<file path="src/rtl/mailbox_irq_ctrl.sv">
// mailbox_irq_ctrl: conditions a mailbox msg_present level into a PLIC
// interrupt with enable, level/pulse mode, sticky W1C pending and a
// programmable holdoff that coalesces bursts of mailbox traffic.
// Configured through a zero-wait-state APB slave on pclk.
// Optional feature macro: MAILBOX_IRQ_COUNT_EN adds the saturating
// FIRE-entry counter at 0x10; without it 0x10 reads 0 and ignores writes.
//
// Handshake: an APB transfer is accepted in the access phase
// (psel & penable); pready is always 1, so every access phase completes
// on the pclk edge that ends it. prdata is combinational from the current
// register state and is only driven during a read (psel & ~pwrite).
module mailbox_irq_ctrl #(
    parameter int          HOLDOFF_W     = 16,
    parameter int unsigned HOLDOFF_RESET = 0,
    parameter int          CNT_W         = 16
) (
    input  logic        pclk,
    input  logic        preset,
    input  logic        psel,
    input  logic        penable,
    input  logic [5:0]  paddr,
    input  logic        pwrite,
    input  logic [31:0] pwdata,
    output logic [31:0] prdata,
    output logic        pready,
    output logic        pslverr,
    input  logic        msg_present,
    output logic        irq
);

    typedef enum logic [1:0] {
        ST_IDLE = 2'd0,
        ST_FIRE = 2'd1,
        ST_HOLD = 2'd2
    } state_t;

    localparam logic [5:0] ADDR_CTRL    = 6'h00;
    localparam logic [5:0] ADDR_HOLDOFF = 6'h04;
    localparam logic [5:0] ADDR_STATUS  = 6'h08;
    localparam logic [5:0] ADDR_ACK     = 6'h0C;
    localparam logic [5:0] ADDR_COUNT   = 6'h10;

    state_t                 state_q, state_d;
    logic                   ctrl_en, ctrl_mode;
    logic [HOLDOFF_W-1:0]   holdoff_q;
    logic [HOLDOFF_W-1:0]   cnt_q;
    logic                   pending_q;
    logic                   msg_q;
    logic                   rise;
    logic                   wr_en;
    logic                   ack_clr;
    logic                   auto_ack;
    logic                   load_cnt;

    assign pready  = 1'b1;
    assign pslverr = 1'b0;

    assign wr_en   = psel & penable & pwrite;
    assign ack_clr = wr_en & (paddr == ADDR_ACK) & pwdata[0];
    assign rise    = msg_present & ~msg_q;

    // Bits of the write bus that no register stores.
    logic unused_pwdata;
    assign unused_pwdata = ^pwdata;

    // Configuration registers written by APB.
    always_ff @(posedge pclk) begin
        if (preset) begin
            ctrl_en   <= 1'b0;
            ctrl_mode <= 1'b0;
            holdoff_q <= HOLDOFF_W'(HOLDOFF_RESET);
        end else if (wr_en) begin
            if (paddr == ADDR_CTRL) begin
                ctrl_en   <= pwdata[0];
                ctrl_mode <= pwdata[1];
            end
            if (paddr == ADDR_HOLDOFF) begin
                holdoff_q <= pwdata[HOLDOFF_W-1:0];
            end
        end
    end

    // Edge register and sticky pending bit; a new rise wins over a clear.
    always_ff @(posedge pclk) begin
        if (preset) begin
            msg_q     <= 1'b0;
            pending_q <= 1'b0;
        end else begin
            msg_q <= msg_present;
            if (rise && ctrl_en) begin
                pending_q <= 1'b1;
            end else if (ack_clr || auto_ack) begin
                pending_q <= 1'b0;
            end
        end
    end

    // FSM state, holdoff counter and registered interrupt output.
    always_ff @(posedge pclk) begin
        if (preset) begin
            state_q <= ST_IDLE;
            cnt_q   <= '0;
            irq     <= 1'b0;
        end else begin
            state_q <= state_d;
            irq     <= (state_q == ST_FIRE);
            if (load_cnt) begin
                cnt_q <= holdoff_q;
            end else if (state_q == ST_HOLD && cnt_q != '0) begin
                cnt_q <= cnt_q - 1'b1;
            end
        end
    end

    // Next-state logic: fire on enabled pending, hold off after each fire.
    always_comb begin
        state_d  = state_q;
        auto_ack = 1'b0;
        load_cnt = 1'b0;
        case (state_q)
            ST_IDLE: begin
                if (ctrl_en && pending_q) begin
                    state_d = ST_FIRE;
                end
            end
            ST_FIRE: begin
                if (!ctrl_en) begin
                    state_d = ST_IDLE;
                end else if (ctrl_mode) begin
                    state_d  = ST_HOLD;
                    auto_ack = 1'b1;
                    load_cnt = 1'b1;
                end else if (ack_clr) begin
                    state_d  = ST_HOLD;
                    load_cnt = 1'b1;
                end
            end
            ST_HOLD: begin
                if (cnt_q == '0) begin
                    state_d = ST_IDLE;
                end
            end
            default: state_d = ST_IDLE;
        endcase
    end

`ifdef MAILBOX_IRQ_COUNT_EN
    logic [CNT_W-1:0] count_q;
    logic             fire_entry;

    assign fire_entry = (state_q == ST_IDLE) && (state_d == ST_FIRE);

    // Saturating count of FIRE entries; any write to COUNT clears it.
    always_ff @(posedge pclk) begin
        if (preset) begin
            count_q <= '0;
        end else if (wr_en && paddr == ADDR_COUNT) begin
            count_q <= '0;
        end else if (fire_entry && count_q != {CNT_W{1'b1}}) begin
            count_q <= count_q + 1'b1;
        end
    end
`endif

    // Combinational read decode; anything unmapped reads 0.
    always_comb begin
        prdata = 32'd0;
        if (psel && !pwrite) begin
            case (paddr)
                ADDR_CTRL:    prdata = {30'd0, ctrl_mode, ctrl_en};
                ADDR_HOLDOFF: prdata = 32'(holdoff_q);
                ADDR_STATUS:  prdata = {28'd0, state_q, pending_q, msg_present};
`ifdef MAILBOX_IRQ_COUNT_EN
                ADDR_COUNT:   prdata = 32'(count_q);
`endif
                default:      prdata = 32'd0;
            endcase
        end
    end

endmodule
</file>
<file path="config.mk">
export PLATFORM = sky130hd
export DESIGN_NAME = mailbox_irq_ctrl
export DESIGN_NICKNAME = d
export VERILOG_FILES = /design/src/rtl/mailbox_irq_ctrl.sv
export SDC_FILE = /design/constraint.sdc
export NUM_CORES = 1
export LEC_CHECK = 0
export CAP_MARGIN = 20
export CORE_AREA = 2 2 77 79
export CTS_CLUSTER_SIZE = 40
export DETAILED_ROUTE_END_ITERATION = 8
export DIE_AREA = 0 0 79 81
export PLACE_DENSITY = 0.74
export SYNTH_ARGS = -nofsm -noshare
export SYNTH_HDL_FRONTEND = slang
export SYNTH_SLANG_ARGS = --single-unit
</file>
<file path="constraint.sdc">
create_clock -name pclk -period 6.46 [get_ports pclk]
set_clock_uncertainty 0.15 [all_clocks]
set_input_delay 0.969 -clock pclk [delete_from_list [all_inputs] [get_ports pclk]]
set_output_delay 0.969 -clock pclk [all_outputs]
set_load 0.01 [all_outputs]
</file>
==> impl_metrics.ini, run 1 <==
[sta]
hold-worst-slack_ns = 0.326
slew_violations = 0
min_period_ns = 4.47
setup_tns_ns = 0
setup_viol = 0
clock.fmax_mhz = 224
worst_pin_slew_ns = 0.971
slew_headroom_pct = 35.0
hold_viol_final = 0
fin_crit_sh_pct = 69.2
rsz0062_at_grt = false

[clock_tree]
cts_setup_buffers = 0
cts_sinks = 39
clk_path_buf_depth = 2
cts_max_level = 2
cts.clk_slew.worst_paths_ns = 0.07
tritoncts = built
insertion_delay_ns = 0.29
numCtsBuffers = 5
cts_resized = 0
cts_root_buf = clkbuf_8
holdBufCountCts = 0

[routing]
routed.top_layer = met4
drc = 0
vias_per_cell = 5.09
wl_met2_um = 2200
drt_wl_total_um = 4820
met3_length_um = 196
wl_met1_um = 2360
wire_per_inst_um = 12.5
vias = 1961
route.antenna.remaining_nets = 0
dr.pass1.iters = 4
dr.first_iter.drc_count = 89

[die]
die_y_um = 81
die-area_um2 = 6400
start_util_pct = 38.0
die_w_um = 79
core_area_um2 = 5680
placementRows = 28
io_pins = 79

[placed_design]
io_buffers = 44
gp_congestion = 0.882
postPlaceCellArea_um2 = 2550
dp_hpwl_um = 3500

[worst_setup_path]
cp_slowest_stage_delay_ns = 0.57
critical_path_arrival_ns = 3.35
cp-end-kind = primary output
path_delay_family = simple AND/OR/NAND/NOR gates
startpoint_type = primary input
crit_slowest_cell = nor2_1
r2r-start = cnt_q[0]
path_cells = clkdlybuf4s50_1, nor3b_1, nand3b_1, nor2_1, and2_1, clkdlybuf4s50_1
crit_type = in2out
cp_data_required_time_ns = 5.34
cp_common_cell = clkdlybuf4s50_1
path_buf_inv = 2
cp_max_fo = 12
startpoint = psel

[power_and_ir_drop]
leakage_nw = 0.970
total_power_w = 0.000439
power.density_nw_per_um2 = 166
peakVddDrop_uv = 107

[hold_path]
hp-start = holdoff_q[15]
hold_path_class = reg2reg

[global_route]
overflow = 0
grt_pass1_vias = 1759
grt_first_pass_wirelength_um = 8070
antenna_found_initial = 0
track_usage_pct = 15.7
grt_max_degree = 37

[yosys]
synthArstFlopShare_pct = 0
yosysTopAreaCellShare_pct = 36.2
yosys.area.top_type = dfxtp_1
yosysSeqAreaShare_pct = 36.2
yosys-top-cells-area = dfxtp_1, nand2_1, a21oi_1, buf_4, nor2_1
synth_edf_count = 0
ys_warn_count = 0
ys.flop_type = dfxtp_1
syn_inst = 269
synth.distinct_cells = 55
syn_avg_cell_area_um2 = 8.02
synth_seq_cells = 39
syn_area_um2 = 2160

[final_layout]
final_area_um2 = 2650
utilization_pct = 46.7
drive_above_1_share_pct = 6.45
fin_nets = 355
final_common_cell = clkdlybuf4s50_1
n_antenna_cell = 0
layout_common_cells = clkdlybuf4s50_1, nand2_1, dfxtp_1, a21oi_1, nor2_1
fill_cells = 560
multi_input_area_um2 = 1210
area_growth_pct = 22.7
regArea_um2 = 781

[status]
status = finished, final reports clean

[flow_run]
maxCapViolCount = 0
[path summary, 6_finish.rpt]
| check | depth (start not counted) | to | slack [ns] |
|---|---|---|---|
| worst max register to register | 7 | cnt_q[12] | 4.11 |
| worst min register to register | 2 | holdoff_q[15] | 0.33 |
| worst min-delay path | 2 | holdoff_q[15] | 0.33 |
| worst max-delay path | 6 | prdata[12] | 1.99 |
[worst min-delay path, delay by kind of cell, from the launching register on]
family          cells  cell delay [ns]
flops               1             0.32
compound gates      1             0.05
simple gates        1             0.06
[registers in the layout, summed over array words and instances (netlist names)]
name	cells
ctrl_mode	1
holdoff_q	16
cnt_q	16
state_q	2
ctrl_en	1
pending_q	1
msg_q	1
irq	1
[cell usage after synthesis, drive strengths merged, types with 4 or more instances]
library cell  count
nor2             23
and2             13
nand2            42
a22oi             4
a21oi            28
mux2i             5
clkbuf            6
nor3              8
buf              21
or3               4
and3              4
dfxtp            39
nor2b             4
inv               5
nand3             6
or4               4
[layer usage]
metal / GRT usage, % / vias up
met5: 0 / -
met4: 5.17 / 0
met3: 3.11 / 6
met2: 24.9 / 55
met1: 21.6 / 903
li1: - / 997
[through the flow]
stage | setup WS, ns | std cells
finish | 1.99 | 385
floorplan | 3.31 | 285
CTS | 1.96 | 384
detailed placement | 1.99 | 377
global placement | 2.00 | 377
global route | 1.72 | 385
[logic make-up (layout without fill, tap and decap cells)]
group	count (synthesis)	in the layout	share of synthesized area, %
adders and majority gates	1	1	0.580
buffers and inverters	33	58	10.6
muxes	5	5	2.32
xor gates and xnor gates	2	2	0.812
DFF	39	39	36.2
AOI/OAI and AO/OA	62	62	19.5
other	2	18	0.348
and+or+nand+nor	125	125	29.7
[area by class of cell]
type,count,area share (%)
clock buffer,6,3.12
clock inverter,1,0.189
inverter,5,0.709
multi-input combinational,213,45.6
sequential,39,29.5
tap,75,3.54
timing repair buffer,46,17.3
[power by group]
part / internal, W / switching, W / total, W
combinational: 0.0000171 / 0.0000146 / 0.0000317
clock: 0.0000837 / 0.0000822 / 0.000166
sequential: 0.000241 / 0.000000214 / 0.000241
Note: power is estimated with default switching activity, not from simulation.
==> run 2, diff against run 1 <==
==> constraint.sdc (replaced) <==
create_clock -name pclk -period 4.2 [get_ports pclk]
set_clock_uncertainty 0.15 [all_clocks]
set_input_delay 0.63 -clock pclk [delete_from_list [all_inputs] [get_ports pclk]]
set_output_delay 0.63 -clock pclk [all_outputs]
set_load 0.01 [all_outputs]
==> run 2 against run 1 <==
  * Sequential share of layout area did not move
  * Combinational power rose by 55%
  * Sequential cell count did not move
  * Final area did not move
  * Global-route usage rose by 0.11 points
  * Critical path type unchanged
  * Largest power group unchanged
  * Highest routed layer unchanged
==> impl_metrics.ini, run 2 (synthesized netlist as in run 1, its figures left out) <==
[clock_tree]
cts_root_buf = clkbuf_8
insertion_delay_ns = 0.29
tritoncts = built
cts_setup_buffers = 0
clk_path_buf_depth = 2
cts_resized = 0
cts_max_level = 2
cts.clk_slew.worst_paths_ns = 0.07
numCtsBuffers = 5
holdBufCountCts = 0
cts_sinks = 39

[routing]
dr.first_iter.drc_count = 71
wire_per_inst_um = 12.5
dr.pass1.iters = 5
vias = 1954
vias_per_cell = 5.05
drc = 0
drt_wl_total_um = 4830
route.antenna.remaining_nets = 0

[worst_setup_path]
path_cells = clkdlybuf4s50_1, nor3b_1, nand3b_1, nor2_1, buf_4, and2_1, clkdlybuf4s50_1
cp_max_fo = 12
critical_path_arrival_ns = 2.65
crit_slowest_cell = clkdlybuf4s50_1
cp_data_required_time_ns = 3.42
cp_slowest_stage_delay_ns = 0.54
crit_type = in2out
cp_common_cell = clkdlybuf4s50_1
path_delay_family = buffers and inverters
startpoint_type = primary input
cp-end-kind = primary output
rrSetupSlack_ns = 1.85
path_buf_inv = 3

[placed_design]
gp_congestion = 0.876
dp_hpwl_um = 3480
place_inst = 379
pre_cts_ws_ns = 0.756
io_buffers = 44
postPlaceCellArea_um2 = 2560

[final_layout]
fin_nets = 356
final_common_cell = clkdlybuf4s50_1
layout_common_cells = clkdlybuf4s50_1, nand2_1, dfxtp_1, a21oi_1, nor2_1
final_area_um2 = 2650
fill_cells = 574
area_growth_pct = 22.7
finalNonFillerCells = 387
n_antenna_cell = 0
reg_top3 = cnt_q: 16 flops, holdoff_q: 16 flops, state_q: 2 flops
drive_above_1_share_pct = 7.05
utilization_pct = 46.7

[die]
start_util_pct = 38.0
die_y_um = 81
die-area_um2 = 6400
core_area_um2 = 5680
placementRows = 28
io_pins = 79
die_w_um = 79

[status]
status = finished, final reports clean

[power_and_ir_drop]
power.density_nw_per_um2 = 251
leakage_nw = 0.976
peakVddDrop_uv = 208

[sta]
worst_pin_slew_ns = 0.963
setup_viol = 0
hold_viol_final = 0
fin_crit_sh_pct = 81.7
min_period_ns = 3.43
slew_violations = 0
slew_headroom_pct = 35.5
clock.fmax_mhz = 291
worst_slack_ns = 0.768
rsz0062_at_grt = false
setup_tns_ns = 0

[global_route]
antenna_found_initial = 0
overflow = 0
grt_pass1_vias = 1788
grt_first_pass_wirelength_um = 8180
grt_max_degree = 37
track_usage_pct = 15.9

[hold_path]
hold_path_class = reg2reg

[flow_run]
maxCapViolCount = 0
==> run 2: worst register-to-register path: stages, from the launching register on <==
cell and delay (ns):
dfxtp_1 0.33, inv_1 0.09, ha_1 0.20, or3b_4 0.41, or3_4 0.42, or4_4 0.44
a2bb2oi_2 0.15, a21oi_2 0.11
==> run 2: per-stage QoR <==
step / hold slack, ns / total power [W]
after floorplan: 0.294 / 0.000411
after global placement: 0.308 / 0.000427
after detailed placement: 0.309 / 0.000428
after CTS: 0.321 / 0.000669
after global routing: 0.350 / 0.000688
final: 0.317 / 0.000665
==> run 2: layout make-up <==
type / count / area, µm² / area share (%)
repair buffers: 47 / 463 / 17.5
flip-flops and latches: 39 / 781 / 29.5
inverters: 5 / 18.8 / 0.709
well taps: 75 / 93.8 / 3.54
clock buffers: 5 / 68.8 / 2.60
clock inverters: 3 / 15.0 / 0.567
multi-input cells: 213 / 1210 / 45.6
==> run 2: metal layers <==
layer | up-vias | track usage, % | part of all wire (%)
met5 | - | 0 | 0
met2 | 59 | 24.9 | 45
li1 | 1001 | - | -
met4 | 0 | 4.48 | 1.2
met3 | 5 | 3.00 | 4.6
met1 | 889 | 22.3 | 49
==> run 2: where the power goes <==
group | internal (W) | switching (W) | leakage [nW] | total [W]
clock network | 0.000114 | 0.000132 | 0.0477 | 0.000245
logic | 0.0000264 | 0.0000227 | 0.614 | 0.0000491
registers | 0.000370 | 0.000000304 | 0.314 | 0.000370
==> run 2: final timing paths <==
path | startpoint | to | depth (start not counted)
worst max-delay path | psel | prdata[12] | 7
worst min-delay path | holdoff_q[5] | holdoff_q[5] | 2
worst max register to register | cnt_q[0] | cnt_q[12] | 7
worst min register to register | holdoff_q[5] | holdoff_q[5] | 2
==> run 3, diff against run 2 <==
--- a/config.mk
+++ b/config.mk
@@ -10,7 +10,7 @@
 export CTS_CLUSTER_SIZE = 40
 export DETAILED_ROUTE_END_ITERATION = 8
 export DIE_AREA = 0 0 79 81
-export PLACE_DENSITY = 0.74
+export PLACE_DENSITY = 0.77
 export SYNTH_ARGS = -nofsm -noshare
 export SYNTH_HDL_FRONTEND = slang
 export SYNTH_SLANG_ARGS = --single-unit
==> constraint.sdc (replaced) <==
create_clock -name pclk -period 2.8 [get_ports pclk]
set_clock_uncertainty 0.15 [all_clocks]
set_input_delay 0.42 -clock pclk [delete_from_list [all_inputs] [get_ports pclk]]
set_output_delay 0.42 -clock pclk [all_outputs]
set_load 0.01 [all_outputs]
==> run 3 against run 2 <==
  * Core utilization grew 1.7 points
  * Sequential share of layout area shrank 1.0 points
  * First-iteration DRC count grew 140%
  * Clock-buffer cell count grew 3
  * Total power grew 57%
  * Non-clock buffer count grew 7
  * Final cell count grew 1.8%
  * Setup slack lost 0.69 ns
  * Combinational power grew 55%
  * Final area grew 3.5%
  * Die area is the same
  * Global-route usage grew 0.13 points
  * Critical path type unchanged
  * Largest cell class unchanged
  * Highest routed layer unchanged
==> impl_metrics.ini, run 3 (synthesized netlist as in run 1, its figures left out) <==
[hold_path]
hold_path_class = reg2reg
hp-start = holdoff_q[6]
hold_path_depth = 2
min_to = holdoff_q[6]

[worst_setup_path]
cp_max_fo = 12
cp_data_required_time_ns = 2.23
rrSetupSlack_ns = 0.45
reg2reg_depth = 7
crit_slowest_cell = clkdlybuf4s50_1
critical_path_arrival_ns = 2.16
cp-end-kind = primary output
path_cells = clkdlybuf4s50_1, nor3b_2, nand3b_1, nor2_1, buf_4, and2_1, clkdlybuf4s50_1
cp_slowest_stage_delay_ns = 0.54
reg2reg_to = cnt_q[12]
cp_common_cell = clkdlybuf4s50_1
crit_type = in2out
startpoint_type = primary input
r2r-start = cnt_q[0]

[clock_tree]
numCtsBuffers = 5
cts.clk_slew.worst_paths_ns = 0.07
cts_sinks = 39
cts_max_level = 2
insertion_delay_ns = 0.29
cts_resized = 1
holdBufCountCts = 0
clk_path_buf_depth = 2
tritoncts = built
cts_setup_buffers = 0
cts_root_buf = clkbuf_8

[routing]
drc = 0
dr.first_iter.drc_count = 169
route.antenna.remaining_nets = 0
vias_per_cell = 5.21
vias = 2053
wire_per_inst_um = 12.6
drt_wl_total_um = 4970
dr.pass1.iters = 4

[sta]
slew_headroom_pct = 54.1
clock.fmax_mhz = 367
worst_pin_slew_ns = 0.682
hold_viol_final = 0
min_period_ns = 2.73
slew_violations = 0
setup_viol = 0
rsz0062_at_grt = true
fin_crit_sh_pct = 97.3
setup_tns_ns = 0

[die]
die_w_um = 79
placementRows = 28
die_y_um = 81
start_util_pct = 38.0
die-area_um2 = 6400
io_pins = 79
core_area_um2 = 5680

[final_layout]
area_growth_pct = 27.1
regArea_um2 = 781
reg_top3 = cnt_q: 16 flops, holdoff_q: 16 flops, state_q: 2 flops
n_antenna_cell = 0
multi_input_area_um2 = 1210
fin_nets = 363
final_common_cell = nand2_1
drive_above_1_share_pct = 9.09
layout_common_cells = nand2_1, dfxtp_1, clkdlybuf4s50_1, a21oi_1, nor2_1
fill_cells = 566

[global_route]
grt_max_degree = 35
track_usage_pct = 16.0
grt_first_pass_wirelength_um = 8140
grt_pass1_vias = 1841
antenna_found_initial = 0
overflow = 0

[power_and_ir_drop]
total_power_w = 0.00105
leakage_nw = 1.16
peakVddDrop_uv = 249
power.density_nw_per_um2 = 382

[placed_design]
io_buffers = 44
dp_hpwl_um = 3560
gp_congestion = 0.882

[status]
status = finished, final reports clean

[flow_run]
maxCapViolCount = 0
[run 3: cell count changes in the layout (fill, tap and decap cells not counted), moves of 2 or more]
| cell | previous run | this run |
|---|---|---|
| buf_4 | 3 | 10 |
| clkbuf_8 | 5 | 7 |
| clkdlybuf4s50_1 | 44 | 36 |
| clkinv_2 | 3 | 0 |
| dlymetal6s2s_1 | 0 | 8 |
[run 3: worst max path at each step]
stage                        start    endpoint  slack, ns  depth (start not counted)
after floorplan           cnt_q[0]   cnt_q[12]       0.58                          7
after global placement        psel   prdata[4]      -0.02                          7
after detailed placement      psel  prdata[11]      -0.03                          7
after CTS                     psel   prdata[5]       0.06                          7
after global routing          psel  prdata[11]      -0.05                          7
final                         psel  prdata[11]       0.07                          7
[run 3: power breakdown]
part	internal, W	switching, W	leakage, nW
clock network	0.000225	0.000190	0.0515
registers	0.000555	0.000000489	0.314
logic	0.0000416	0.0000346	0.798
total	0.000822	0.000225	1.16
[run 3: stage by stage]
stage               setup WS (ns)  cells  util (%)  instance area, µm²  hold slack [ns]
finish                     0.0745    394      48.3                2740            0.318
global placement          -0.0186    386      46.1                2620            0.308
CTS                        0.0590    394      48.0                2720            0.322
detailed placement        -0.0286    386      46.1                2620            0.311
floorplan                   0.582    285         -                2220            0.294
global route              -0.0546    394      48.3                2740            0.338
[run 3: critical path: cells and delay by family]
family	cells	cell delay [ns]
buf+inv	3	1.16
simple gates	4	0.57
[run 3: final cells by class]
type	count	share of cell area, %
Inverter	5	0.684
Clock buffer	8	3.65
Multi-Input combinational cell	213	44.3
Timing Repair Buffer	54	19.5
Tap cell	75	3.42
Sequential cell	39	28.5
[run 3: metal layers]
layer | up-vias | GRT usage [%] | routed length [µm]
met5 | - | 0 | 0
met4 | 0 | 7.41 | 119
met3 | 14 | 3.56 | 268
met2 | 68 | 25.3 | 2340
met1 | 954 | 20.8 | 2240
li1 | 1017 | - | -
